--- config.mk ---
export PLATFORM = sky130hd
export DESIGN_NAME = jtdd_gfx_arb_flat
export DESIGN_NICKNAME = d
export VERILOG_FILES = /design/src/rtl/jtdd_gfx_arb_if.sv /design/src/rtl/jtdd_gfx_arb.sv /design/src/flat_wrapper.sv
export SDC_FILE = /design/constraint.sdc
export NUM_CORES = 1
export LEC_CHECK = 0
export ABC_AREA = 1
export CAP_MARGIN = 0
export CORE_MARGIN = 8
export CORE_UTILIZATION = 51
export DETAILED_ROUTE_END_ITERATION = 10
export MAX_ROUTING_LAYER = met4
export PLACE_DENSITY_LB_ADDON = 0.12
export SKIP_CTS_REPAIR_TIMING = 1
export SYNTH_ARGS = -nofsm -noshare
export SYNTH_HDL_FRONTEND = slang
export SYNTH_SLANG_ARGS = --single-unit
--- constraint.sdc ---
create_clock -name clk -period 7.06 [get_ports clk]
set_clock_uncertainty 0.05 [all_clocks]
set_input_delay 2.118 -clock clk [delete_from_list [all_inputs] [get_ports clk]]
set_output_delay 2.118 -clock clk [all_outputs]
set_load 0.03 [all_outputs]
--- src/rtl/jtdd_gfx_arb_if.sv ---
// jtdd_gfx_arb_if: client and SDRAM read-slot bundle for the gfx ROM arbiter.
// slave = arbiter side, master = layer engines plus SDRAM controller side.
interface jtdd_gfx_arb_if;
  logic        obj_cs;
  logic [17:0] obj_addr;
  logic [15:0] obj_data;
  logic        obj_ok;

  logic        scr_cs;
  logic [16:0] scr_addr;
  logic [15:0] scr_data;
  logic        scr_ok;

  logic        chr_cs;
  logic [14:0] chr_addr;
  logic [15:0] chr_data;
  logic        chr_ok;

  logic        sdram_req;
  logic [21:0] sdram_addr;
  logic        sdram_ack;
  logic        sdram_rdy;
  logic [15:0] sdram_data;

  modport slave (
    input  obj_cs, obj_addr,
    input  scr_cs, scr_addr,
    input  chr_cs, chr_addr,
    input  sdram_ack, sdram_rdy, sdram_data,
    output obj_data, obj_ok,
    output scr_data, scr_ok,
    output chr_data, chr_ok,
    output sdram_req, sdram_addr
  );

  modport master (
    output obj_cs, obj_addr,
    output scr_cs, scr_addr,
    output chr_cs, chr_addr,
    output sdram_ack, sdram_rdy, sdram_data,
    input  obj_data, obj_ok,
    input  scr_data, scr_ok,
    input  chr_data, chr_ok,
    input  sdram_req, sdram_addr
  );
endinterface

--- src/rtl/jtdd_gfx_arb.sv ---
// jtdd_gfx_arb: shares one SDRAM read port between obj/scr/chr fetchers.
// Ports: clk, rst (async high), bus (slave: clients + SDRAM read slot).
module jtdd_gfx_arb #(
  parameter logic [21:0] OBJ_OFFSET = 22'h00000,
  parameter logic [21:0] SCR_OFFSET = 22'h40000,
  parameter logic [21:0] CHR_OFFSET = 22'h60000
) (
  input  logic          clk,
  input  logic          rst,
  jtdd_gfx_arb_if.slave bus
);

  typedef enum logic [1:0] {
    IDLE,
    WAIT_ACK,
    WAIT_RDY
  } state_t;

  typedef enum logic [1:0] {
    C_OBJ,
    C_SCR,
    C_CHR
  } client_t;

  state_t      state, state_nx;
  client_t     sel, sel_nx;
  client_t     last, last_nx;
  client_t     gnt;
  logic        req, req_nx;
  logic [21:0] req_addr, req_addr_nx;
  logic [17:0] req_tag, req_tag_nx;
  logic        fill;

  logic [17:0] obj_tag;
  logic [16:0] scr_tag;
  logic [14:0] chr_tag;
  logic [15:0] obj_dat, scr_dat, chr_dat;
  logic        obj_vld, scr_vld, chr_vld;

  logic        obj_hit, scr_hit, chr_hit;
  logic        busy;
  logic [2:0]  pend;
  logic        gnt_any;
  logic [21:0] obj_full, scr_full, chr_full;

  assign obj_hit = obj_vld & (bus.obj_addr == obj_tag);
  assign scr_hit = scr_vld & (bus.scr_addr == scr_tag);
  assign chr_hit = chr_vld & (bus.chr_addr == chr_tag);

  assign bus.obj_ok   = bus.obj_cs & obj_hit;
  assign bus.scr_ok   = bus.scr_cs & scr_hit;
  assign bus.chr_ok   = bus.chr_cs & chr_hit;
  assign bus.obj_data = obj_dat;
  assign bus.scr_data = scr_dat;
  assign bus.chr_data = chr_dat;

  assign bus.sdram_req  = req;
  assign bus.sdram_addr = req_addr;

  // The client owning the in-flight access is not pending again
  // until its fill lands and the tag compare can be redone.
  assign busy    = state != IDLE;
  assign pend[0] = bus.obj_cs & ~obj_hit
                 & ~(busy & (sel == C_OBJ));
  assign pend[1] = bus.scr_cs & ~scr_hit
                 & ~(busy & (sel == C_SCR));
  assign pend[2] = bus.chr_cs & ~chr_hit
                 & ~(busy & (sel == C_CHR));
  assign gnt_any = |pend;

  // Offsets wrap modulo 2^22
  assign obj_full = {4'd0, bus.obj_addr} + OBJ_OFFSET;
  assign scr_full = {5'd0, bus.scr_addr} + SCR_OFFSET;
  assign chr_full = {7'd0, bus.chr_addr} + CHR_OFFSET;

  // Round-robin: search starts at the client after the last one served
  always_comb begin
    gnt = C_OBJ;
    case (last)
      C_OBJ: begin
        if (pend[1])      gnt = C_SCR;
        else if (pend[2]) gnt = C_CHR;
        else              gnt = C_OBJ;
      end
      C_SCR: begin
        if (pend[2])      gnt = C_CHR;
        else if (pend[0]) gnt = C_OBJ;
        else              gnt = C_SCR;
      end
      default: begin
        if (pend[0])      gnt = C_OBJ;
        else if (pend[1]) gnt = C_SCR;
        else              gnt = C_CHR;
      end
    endcase
  end

  always_comb begin
    state_nx    = state;
    sel_nx      = sel;
    last_nx     = last;
    req_nx      = req;
    req_addr_nx = req_addr;
    req_tag_nx  = req_tag;
    fill        = 1'b0;
    unique case (state)
      IDLE: begin
        if (gnt_any) begin
          sel_nx   = gnt;
          req_nx   = 1'b1;
          state_nx = WAIT_ACK;
          case (gnt)
            C_OBJ: begin
              req_addr_nx = obj_full;
              req_tag_nx  = bus.obj_addr;
            end
            C_SCR: begin
              req_addr_nx = scr_full;
              req_tag_nx  = {1'b0, bus.scr_addr};
            end
            default: begin
              req_addr_nx = chr_full;
              req_tag_nx  = {3'd0, bus.chr_addr};
            end
          endcase
        end
      end
      WAIT_ACK: begin
        if (bus.sdram_ack) begin
          req_nx = 1'b0;
          // ack and rdy together: accept, then fill at once
          if (bus.sdram_rdy) begin
            fill     = 1'b1;
            last_nx  = sel;
            state_nx = IDLE;
          end else begin
            state_nx = WAIT_RDY;
          end
        end
      end
      WAIT_RDY: begin
        if (bus.sdram_rdy) begin
          fill     = 1'b1;
          last_nx  = sel;
          state_nx = IDLE;
        end
      end
      default: begin
        req_nx   = 1'b0;
        state_nx = IDLE;
      end
    endcase
  end

  always_ff @(posedge clk or posedge rst) begin
    if (rst) begin
      state    <= IDLE;
      sel      <= C_OBJ;
      last     <= C_CHR;
      req      <= 1'b0;
      req_addr <= 22'd0;
      req_tag  <= 18'd0;
    end else begin
      state    <= state_nx;
      sel      <= sel_nx;
      last     <= last_nx;
      req      <= req_nx;
      req_addr <= req_addr_nx;
      req_tag  <= req_tag_nx;
    end
  end

  // The fill always uses the tag latched at grant time, so a client
  // that moved on meanwhile sees a mismatch and asks again.
  always_ff @(posedge clk or posedge rst) begin
    if (rst) begin
      obj_tag <= 18'd0;
      scr_tag <= 17'd0;
      chr_tag <= 15'd0;
      obj_dat <= 16'd0;
      scr_dat <= 16'd0;
      chr_dat <= 16'd0;
      obj_vld <= 1'b0;
      scr_vld <= 1'b0;
      chr_vld <= 1'b0;
    end else if (fill) begin
      case (sel)
        C_OBJ: begin
          obj_tag <= req_tag;
          obj_dat <= bus.sdram_data;
          obj_vld <= 1'b1;
        end
        C_SCR: begin
          scr_tag <= req_tag[16:0];
          scr_dat <= bus.sdram_data;
          scr_vld <= 1'b1;
        end
        default: begin
          chr_tag <= req_tag[14:0];
          chr_dat <= bus.sdram_data;
          chr_vld <= 1'b1;
        end
      endcase
    end
  end

endmodule

--- src/flat_wrapper.sv ---
// flat-port wrapper written by rule: the top's interface ports become plain ports
module jtdd_gfx_arb_flat 
#(
  parameter logic [21:0] OBJ_OFFSET = 22'h00000,
  parameter logic [21:0] SCR_OFFSET = 22'h40000,
  parameter logic [21:0] CHR_OFFSET = 22'h60000
)
  (clk, rst, bus_obj_cs, bus_obj_addr, bus_scr_cs, bus_scr_addr, bus_chr_cs, bus_chr_addr, bus_sdram_ack, bus_sdram_rdy, bus_sdram_data, bus_obj_data, bus_obj_ok, bus_scr_data, bus_scr_ok, bus_chr_data, bus_chr_ok, bus_sdram_req, bus_sdram_addr);
  jtdd_gfx_arb_if bus_i ();
  input  logic clk;
  input  logic rst;
  input wire logic [$bits(bus_i.obj_cs)-1:0] bus_obj_cs;
  input wire logic [$bits(bus_i.obj_addr)-1:0] bus_obj_addr;
  input wire logic [$bits(bus_i.scr_cs)-1:0] bus_scr_cs;
  input wire logic [$bits(bus_i.scr_addr)-1:0] bus_scr_addr;
  input wire logic [$bits(bus_i.chr_cs)-1:0] bus_chr_cs;
  input wire logic [$bits(bus_i.chr_addr)-1:0] bus_chr_addr;
  input wire logic [$bits(bus_i.sdram_ack)-1:0] bus_sdram_ack;
  input wire logic [$bits(bus_i.sdram_rdy)-1:0] bus_sdram_rdy;
  input wire logic [$bits(bus_i.sdram_data)-1:0] bus_sdram_data;
  output wire logic [$bits(bus_i.obj_data)-1:0] bus_obj_data;
  output wire logic [$bits(bus_i.obj_ok)-1:0] bus_obj_ok;
  output wire logic [$bits(bus_i.scr_data)-1:0] bus_scr_data;
  output wire logic [$bits(bus_i.scr_ok)-1:0] bus_scr_ok;
  output wire logic [$bits(bus_i.chr_data)-1:0] bus_chr_data;
  output wire logic [$bits(bus_i.chr_ok)-1:0] bus_chr_ok;
  output wire logic [$bits(bus_i.sdram_req)-1:0] bus_sdram_req;
  output wire logic [$bits(bus_i.sdram_addr)-1:0] bus_sdram_addr;
  assign bus_i.obj_cs = bus_obj_cs;
  assign bus_i.obj_addr = bus_obj_addr;
  assign bus_i.scr_cs = bus_scr_cs;
  assign bus_i.scr_addr = bus_scr_addr;
  assign bus_i.chr_cs = bus_chr_cs;
  assign bus_i.chr_addr = bus_chr_addr;
  assign bus_i.sdram_ack = bus_sdram_ack;
  assign bus_i.sdram_rdy = bus_sdram_rdy;
  assign bus_i.sdram_data = bus_sdram_data;
  assign bus_obj_data = bus_i.obj_data;
  assign bus_obj_ok = bus_i.obj_ok;
  assign bus_scr_data = bus_i.scr_data;
  assign bus_scr_ok = bus_i.scr_ok;
  assign bus_chr_data = bus_i.chr_data;
  assign bus_chr_ok = bus_i.chr_ok;
  assign bus_sdram_req = bus_i.sdram_req;
  assign bus_sdram_addr = bus_i.sdram_addr;
  jtdd_gfx_arb #(.OBJ_OFFSET(OBJ_OFFSET), .SCR_OFFSET(SCR_OFFSET), .CHR_OFFSET(CHR_OFFSET)) u_core (.clk(clk), .rst(rst), .bus(bus_i));
endmodule
# After elaboration in Yosys (flattened, before gate mapping)
# Index checks and enable logic that the tools add are counted.
# classes
addsub	2
multipliers	0
div_mod_pow	0
magnitude_cmp	0
n_eq_ne	12
shifts	0
muxes	23
n_bitwise	23
reduce_logical	15
# op_table
operator	n
$pmux 22 s2	1
$pmux 18 s2	1
$mux 2	11
$add 15x19->20 const B	1
$add 17x19->20 const B	1
$eq 18x18->1	1
$eq 17x17->1	1
$and 1x1->1	15
$eq 15x15->1	1
$reduce_and 2->1	5
$eq 2x1->1 const B	4
$logic_not 2->1	4
$not 1->1	8
$pmux 2 s2	2
$pmux 2 s3	1
$reduce_and 3->1	2
$mux 1	5
$eq 2x2->1 const B	2
$ne 2x2->1 const B	2
$reduce_bool 2->1	2
$pmux 1 s3	1
$reduce_or 3->1	1
$ne 2x1->1 const B	1
$pmux 1 s2	1
$reduce_or 2->1	1
# totals
ff_bits	148
latch_bits	0
mem_bits_rw	0
romBits	0
in_bits	73
out_inout_bits	74
memories	0

# Longest topological paths before layout
# Gate-level depths: netlist of the first run.
# depth
depth_word	10
ltp_mapped	17
depth_no_buf	17

# Worst setup path after synthesis of the first run
# No wires, ideal clock.
# synth_timing
kind	input -> output
from	input port bus_obj_addr[4]
to	output port bus_obj_ok
t_arrival_ps	3122
required_ps	4892
path_slack_ps	1770
stages	7
cell_sequence	nor2_1 > nor2_1 > nor3b_1 > nand4_1 > nor3_1 > nand3_1 > nor2_1
# synth_via
elab_chain_len	3
# synth_lines
element	line	source
start: declaration	flat_wrapper.sv:13	input wire logic [$bits(bus_i.obj_addr)-1:0] bus_obj_addr;
$eq 18x18->1	jtdd_gfx_arb.sv:46	assign obj_hit = obj_vld & (bus.obj_addr == obj_tag);
$and 1x1->1	jtdd_gfx_arb.sv:46	
$and 1x1->1	jtdd_gfx_arb.sv:50	assign bus.obj_ok = bus.obj_cs & obj_hit;
end: declaration	flat_wrapper.sv:22	output wire logic [$bits(bus_i.obj_ok)-1:0] bus_obj_ok;
# No other way between the ends.

# Worst setup path in the final report of the first run
# layout_timing
from	input port bus_obj_addr[14]
to	output port bus_obj_ok
# Same word-level chain as after synthesis.

==> metrics, run 1 <==
status completed; CTS root buf clkbuf_16; post-synthesis register bit count 128; routing usage on met2 36.6%; Tot GR Track Use 23.9%; RSZ-0062 raised after global routing false; setup_tns 0 ns; Mapped Cells 885; Die X 130 µm; Critical Path Sink Type primary output; Antenna diodes 0; CTS tree built; power per cell area 469 nW/µm²; clk_lat worst skew 0.42 ns; mapped cell area 6620 µm²; max_slew headroom 56.8%; peak supply drop 0.274 mV; largest family of logic cells by synthesized area simple AND/OR/NAND/NOR gates; combinational power share 45.4%; crit start category input pin; worst hold path type flip-flop to flip-flop; grt peak-use layer met2; routed len/inst 15.7 µm; adder-cell area share of the yosys netlist 0.567%; Final Hold Fails 0; Final setup viols 0; chip height 130 µm; CORE AREA 12700 µm²; NumNets Final 1085; Vias/cell 4.92; Clk pin slew, worst setup/hold paths 0.06 ns; Slew Limit Fails 0; # rows 41; WL final 18.8 mm; Seq/Total Area, Yosys 48.4%; Initial DRC Count 541; total CTS buffers 17; first-pass GRT wire length 30.0 mm; Final min period 6.35 ns; count of different cell masters after synthesis 36; Least-Margin Pin Slew 0.648 ns; die area 16900 µm²; DRT Pass-1 Iters 4; layout cells sized above 1 6.75%; Max Cap Viol 0; initial antenna violation count 0; Antenna Nets Post-Route 0; # port buffers 143; LEAKAGE 4.36 nW; Area Growth Syn to Fin 31.3%; Synth Area per Inst 7.48 µm²; GR Util met1 29.8%; final core occ 68.6%; Psw 0.00171 W; Internal 0.00237 W; Reg power frac 31.7%; Worst EP arrival 4.18 ns; total grt overflow 0; Synth Area in XOR/XNOR 0.794%; mux contribution to synthesized area 0%; H-tree depth 4; Fmax 0.157 GHz; Compound-Gate Fraction of Synth Area 9.59%; DRC 0; register-to-register setup slack 4.44 ns; worst path required time 4.89 ns; switching share of power 42.0%; CP Class input pin to primary output; vias in the first global route 5883; Post-DP HPWL 13.8 mm; routed via count 5872; crit path max fanout 2; largest net degree at the start of global routing 70; fin crit share 89.9%; grt met3 use 7.51%; starting density of the core 52.2%; synth warn 0; Clock Power Share 22.9%; GPL Wtd Cong 0.932; Synth Area in Simple Gates 28.3%; clock buffer depth 2; clock sinks 128; Ports 147
## power groups by stage
stage / sequential, W / clock (W) / combinational, W
final: 0.00129 / 0.000933 / 0.00185
after global routing: 0.00133 / 0.000977 / 0.00204
after CTS: 0.00129 / 0.000946 / 0.00186
after detailed placement: 0.00129 / 0 / 0.00185
after global placement: 0.00129 / 0 / 0.00183
after floorplan: 0.00151 / 0 / 0.00101
## stage by stage
step / cells / power, W / cell area [µm²] / hold WS (ns) / worst slack [ns]
final: 1194 / 0.00408 / 8690 / 0.417 / 0.711
after global routing: 1194 / 0.00435 / 8690 / 0.447 / 0.551
after CTS: 1194 / 0.00410 / 8690 / 0.420 / 0.718
after detailed placement: 1162 / 0.00314 / 8050 / 0.405 / 0.730
after global placement: 1162 / 0.00312 / 8050 / 0.399 / 0.760
after floorplan: 887 / 0.00252 / 6630 / 0.385 / 1.48
## cell usage after synthesis, drive strengths merged
library cell,count,share of area (%)
o21ai,110,8.3
or2,6,0.57
a21oi,8,0.95
o31ai,1,0.11
o22ai,1,0.095
nor3b,1,0.11
nor3,2,0.15
o21a,1,0.11
nor2,86,5.0
nand2,287,17
clkbuf,20,1.1
nand4,19,1.8
nand3,37,3.5
buf,25,3.0
nor4,1,0.095
xnor2,6,0.79
clkinv,1,0.057
ha,3,0.57
conb,1,0.057
dfrtp,127,48
inv,141,8.1
dfstp,1,0.40
## cells by family after synthesis
family,Yosys count
other cells,1
buf+inv,187
fa+ha+maj,3
simple gates,439
compound gates,121
flops,128
xor+xnor,6
## worst paths after layout
check | startpoint | end | cells past startpoint
min in group asynchronous | rst | u_core.req_tag[16] | 2
worst min register to register | u_core.scr_vld | u_core.scr_vld | 2
worst min-delay path | u_core.scr_vld | u_core.scr_vld | 2
worst max register to register | u_core.state[0] | u_core.req_tag[5] | 11
worst max-delay path | bus_obj_addr[14] | bus_obj_ok | 7
max in group asynchronous | rst | u_core.bus.obj_data[12] | 3
## cells in the final DEF, fill, tap and decap left out, types with 6 or more instances in the layout
| cell type | synthesis | routed |
|---|---|---|
| nand2_1 | 279 | 279 |
| a21oi_2 | 6 | 6 |
| inv_1 | 134 | 133 |
| nor2_1 | 84 | 84 |
| xnor2_1 | 6 | 6 |
| nand3_2 | 4 | 7 |
| o21ai_1 | 7 | 7 |
| nand4_1 | 19 | 19 |
| clkdlybuf4s50_1 | 0 | 143 |
| nand3_1 | 31 | 28 |
| o21ai_0 | 103 | 103 |
| dfrtp_1 | 127 | 127 |
| clkbuf_16 | 0 | 17 |
## routing by layer
metal / vias to the layer above / routed length [µm] / part of all wire, %
li1: 2949 / - / -
met1: 2677 / 8300 / 44
met2: 219 / 8680 / 46
met3: 27 / 1470 / 7.8
met4: 0 / 318 / 1.7
met5: - / 0 / 0
## layout make-up
| class | instances | area (µm²) |
|---|---|---|
| Fill cell | 1104 | 3980 |
| Sequential cell | 128 | 3200 |
| Multi-Input combinational cell | 572 | 2630 |
| Timing Repair Buffer | 148 | 1470 |
| Inverter | 142 | 541 |
| Clock buffer | 23 | 478 |
| Tap cell | 172 | 215 |
| Clock inverter | 9 | 156 |
## registers in the layout (all words and copies together), names as in the netlist
name and cells:
u_core.scr_vld 1, u_core.bus.sdram_req 1, u_core.chr_tag 15, u_core.req_tag 18, u_core.sel 2, u_core.scr_tag 17
u_core.bus.sdram_addr 2, u_core.obj_vld 1, u_core.bus.chr_data 16, u_core.chr_vld 1, u_core.obj_tag 18, u_core.bus.obj_data 16
u_core.state 2, u_core.last 2, u_core.bus.scr_data 16
## critical path, stage by stage
cell	delay [ns]
clkdlybuf4s50_1	0.46
xnor2_1	0.24
nand3_1	0.11
nor4_1	0.36
nand3_1	0.11
nor2_1	0.11
clkdlybuf4s50_1	0.68
Note: power is estimated with default switching activity, not from simulation.
==> run 2, diff against run 1 <==
--- a/config.mk
+++ b/config.mk
@@ -8,11 +8,13 @@
 export ABC_AREA = 1
 export CAP_MARGIN = 0
 export CORE_MARGIN = 8
-export CORE_UTILIZATION = 51
+export CORE_UTILIZATION = 26
 export DETAILED_ROUTE_END_ITERATION = 10
+export GPL_ROUTABILITY_DRIVEN = 0
 export MAX_ROUTING_LAYER = met4
 export PLACE_DENSITY_LB_ADDON = 0.12
 export SKIP_CTS_REPAIR_TIMING = 1
 export SYNTH_ARGS = -nofsm -noshare
 export SYNTH_HDL_FRONTEND = slang
 export SYNTH_SLANG_ARGS = --single-unit
+export TNS_END_PERCENT = 10
==> run 2 against run 1 <==
- cell count up 13%
- total power fell by 1.9%
- utilization fell by 34 points
- non-clock buffer count fell by 1
- combinational power about the same
- largest cell class unchanged
- worst hold slack improved by 0.0092 ns
- critical endpoint unchanged
- clock power is 12% lower
- critical path depth is 3 higher
- highest routed layer unchanged
- critical path type unchanged
==> metrics, run 2 (synthesis results as in run 1) <==
status completed; Die X 176 µm (+35%); total grt overflow 0 (unchanged); clock buffer depth 2 (unchanged); reg-to-reg startpoint u_core.state[1]; LEAKAGE 4.32 nW (-1.1%); CTS root buf clkbuf_16; Max Cap Viol 0 (unchanged); largest net degree at the start of global routing 82 (+17%); cells on worst reg2reg path 11 (unchanged); peak supply drop 0.193 mV (-30%); max_slew headroom 46.6% (-10 points); most common cell after layout, fill and taps aside nand2_1; RSZ-0062 raised after global routing false; Crit Reg-Reg Endpoint u_core.req_tag[1]; clk_lat worst skew 0.43 ns (about the same); chip height 176 µm (+35%); power per cell area 455 nW/µm² (-3.1%); clock sinks 128 (unchanged); first-pass GRT wire length 34.6 mm (+15%); WL final 22.3 mm (+19%); NumNets Final 1084 (-0.092%); top flop regs u_core.obj_tag x18, u_core.req_tag x18, u_core.scr_tag x17; H-tree depth 4 (unchanged); final core occ 35.0% (-34 points); Hold Path End u_core.scr_vld; vias in the first global route 5848 (-0.59%); CORE AREA 25100 µm² (+98%); DRT Pass-1 Iters 4 (unchanged); M1 WL 10.8 mm (+30%); Critical Path Sink Type primary output; total CTS buffers 17 (unchanged); Final Hold Fails 0 (unchanged); Worst EP arrival 4.17 ns (about the same); Initial DRC Count 358 (-34%); DRC 0 (unchanged); Post-DP HPWL 16.4 mm (+18%); routed via count 5710 (-2.8%); CP Class input pin to primary output; register-to-register setup slack 4.21 ns (-0.23 ns); Area Growth Syn to Fin 32.8%; crit start category input pin; Fmax 0.158 GHz (+0.13%); Final setup viols 0 (unchanged); Clk pin slew, worst setup/hold paths 0.06 ns (about the same); routed len/inst 16.4 µm (+4.6%); worst hold path type flip-flop to flip-flop; Least-Margin Pin Slew 0.802 ns (+0.154 ns); die area 30800 µm² (+83%); fin crit share 89.8% (-0.11 points); Vias/cell 4.22 (-14%); crit path max fanout 2 (unchanged); Final min period 6.34 ns (-0.00805 ns); most frequent cells in the layout 279 x nand2_1, 143 x clkdlybuf4s50_1, 133 x inv_1, 127 x dfrtp_1, 103 x o21ai_0; HP Start u_core.scr_vld; worst path required time 4.89 ns (about the same); highest metal used met4; CTS tree built; Worst Hold Path Cells 2 (unchanged); initial antenna violation count 3 (+3); Tot GR Track Use 15.2% (-8.7 points); # port buffers 143 (unchanged); setup_tns 0 ns (unchanged); Ports 147 (unchanged); Slew Limit Fails 0 (unchanged); Antenna Nets Post-Route 0 (unchanged); met2 wire length 9.61 mm (+11%); starting density of the core 26.4% (-26 points); # rows 58 (+41%); layout cells sized above 1 6.95% (+0.20 points); WL met3 1.61 mm (+9.3%)
[run 2: cell types whose count changed in the layout (fill, tap and decap cells not counted)]
cell | before | now
clkinvlp_4 | 3 | 4
buf_4 | 5 | 4
bufinv_16 | 4 | 0
clkbuf_8 | 3 | 0
inv_4 | 3 | 2
diode_2 | 0 | 3
clkinv_4 | 1 | 2
inv_6 | 0 | 6
clkinv_2 | 1 | 4
clkbuf_1 | 3 | 0
[run 2: metal layers]
layer / vias to the layer above / track usage [%]
met5: - / -
met4: 0 / 4.10
met3: 18 / 5.43
met2: 141 / 22.2
met1: 2601 / 19.6
li1: 2950 / -
[run 2: worst max path at each step]
stage	from	to	slack, ns
after floorplan	rst	u_core.bus.chr_data[0]	1.48
after global placement	bus_obj_addr[12]	bus_obj_ok	0.68
after detailed placement	bus_scr_addr[5]	bus_scr_ok	0.70
after CTS	bus_scr_addr[5]	bus_scr_ok	0.70
after global routing	bus_obj_addr[12]	bus_obj_ok	0.49
final	bus_obj_addr[12]	bus_obj_ok	0.72
[run 2: layout make-up]
cell class | count | area (µm²)
clock inverter | 15 | 111
inverter | 142 | 543
clock buffer | 17 | 425
sequential | 128 | 3200
timing repair buffer | 147 | 1460
fill | 2711 | 16300
multi-input combinational | 572 | 2630
tap | 330 | 413
antenna | 3 | 7.51
[run 2: stage by stage]
| stage | cells | hold WS (ns) | total power, W | cell area [µm²] | setup WS (ns) |
|---|---|---|---|---|---|
| finish | 1354 | 0.426 | 0.00400 | 8790 | 0.719 |
| CTS | 1351 | 0.428 | 0.00405 | 8780 | 0.695 |
| detailed placement | 1319 | 0.412 | 0.00321 | 8250 | 0.696 |
| global placement | 1319 | 0.402 | 0.00321 | 8250 | 0.676 |
| global route | 1354 | 0.455 | 0.00430 | 8790 | 0.489 |
| floorplan | 887 | 0.385 | 0.00252 | 6630 | 1.48 |
[run 2: power breakdown]
group | internal (W) | total (W) | leakage, nW | switching (W)
clock | 0.000452 | 0.000823 | 0.257 | 0.000371
sequential | 0.00106 | 0.00130 | 1.61 | 0.000238
combinational | 0.000682 | 0.00188 | 2.45 | 0.00119
[run 2: critical path, cell delays in order]
cell and delay (ns):
clkdlybuf4s50_1 0.51, inv_1 0.06, nand2_1 0.08, nand2_1 0.05, nor2_1 0.11, nand4_1 0.08, nor4_1 0.21, nand3_1 0.15
nor2_1 0.11, clkdlybuf4s50_1 0.67
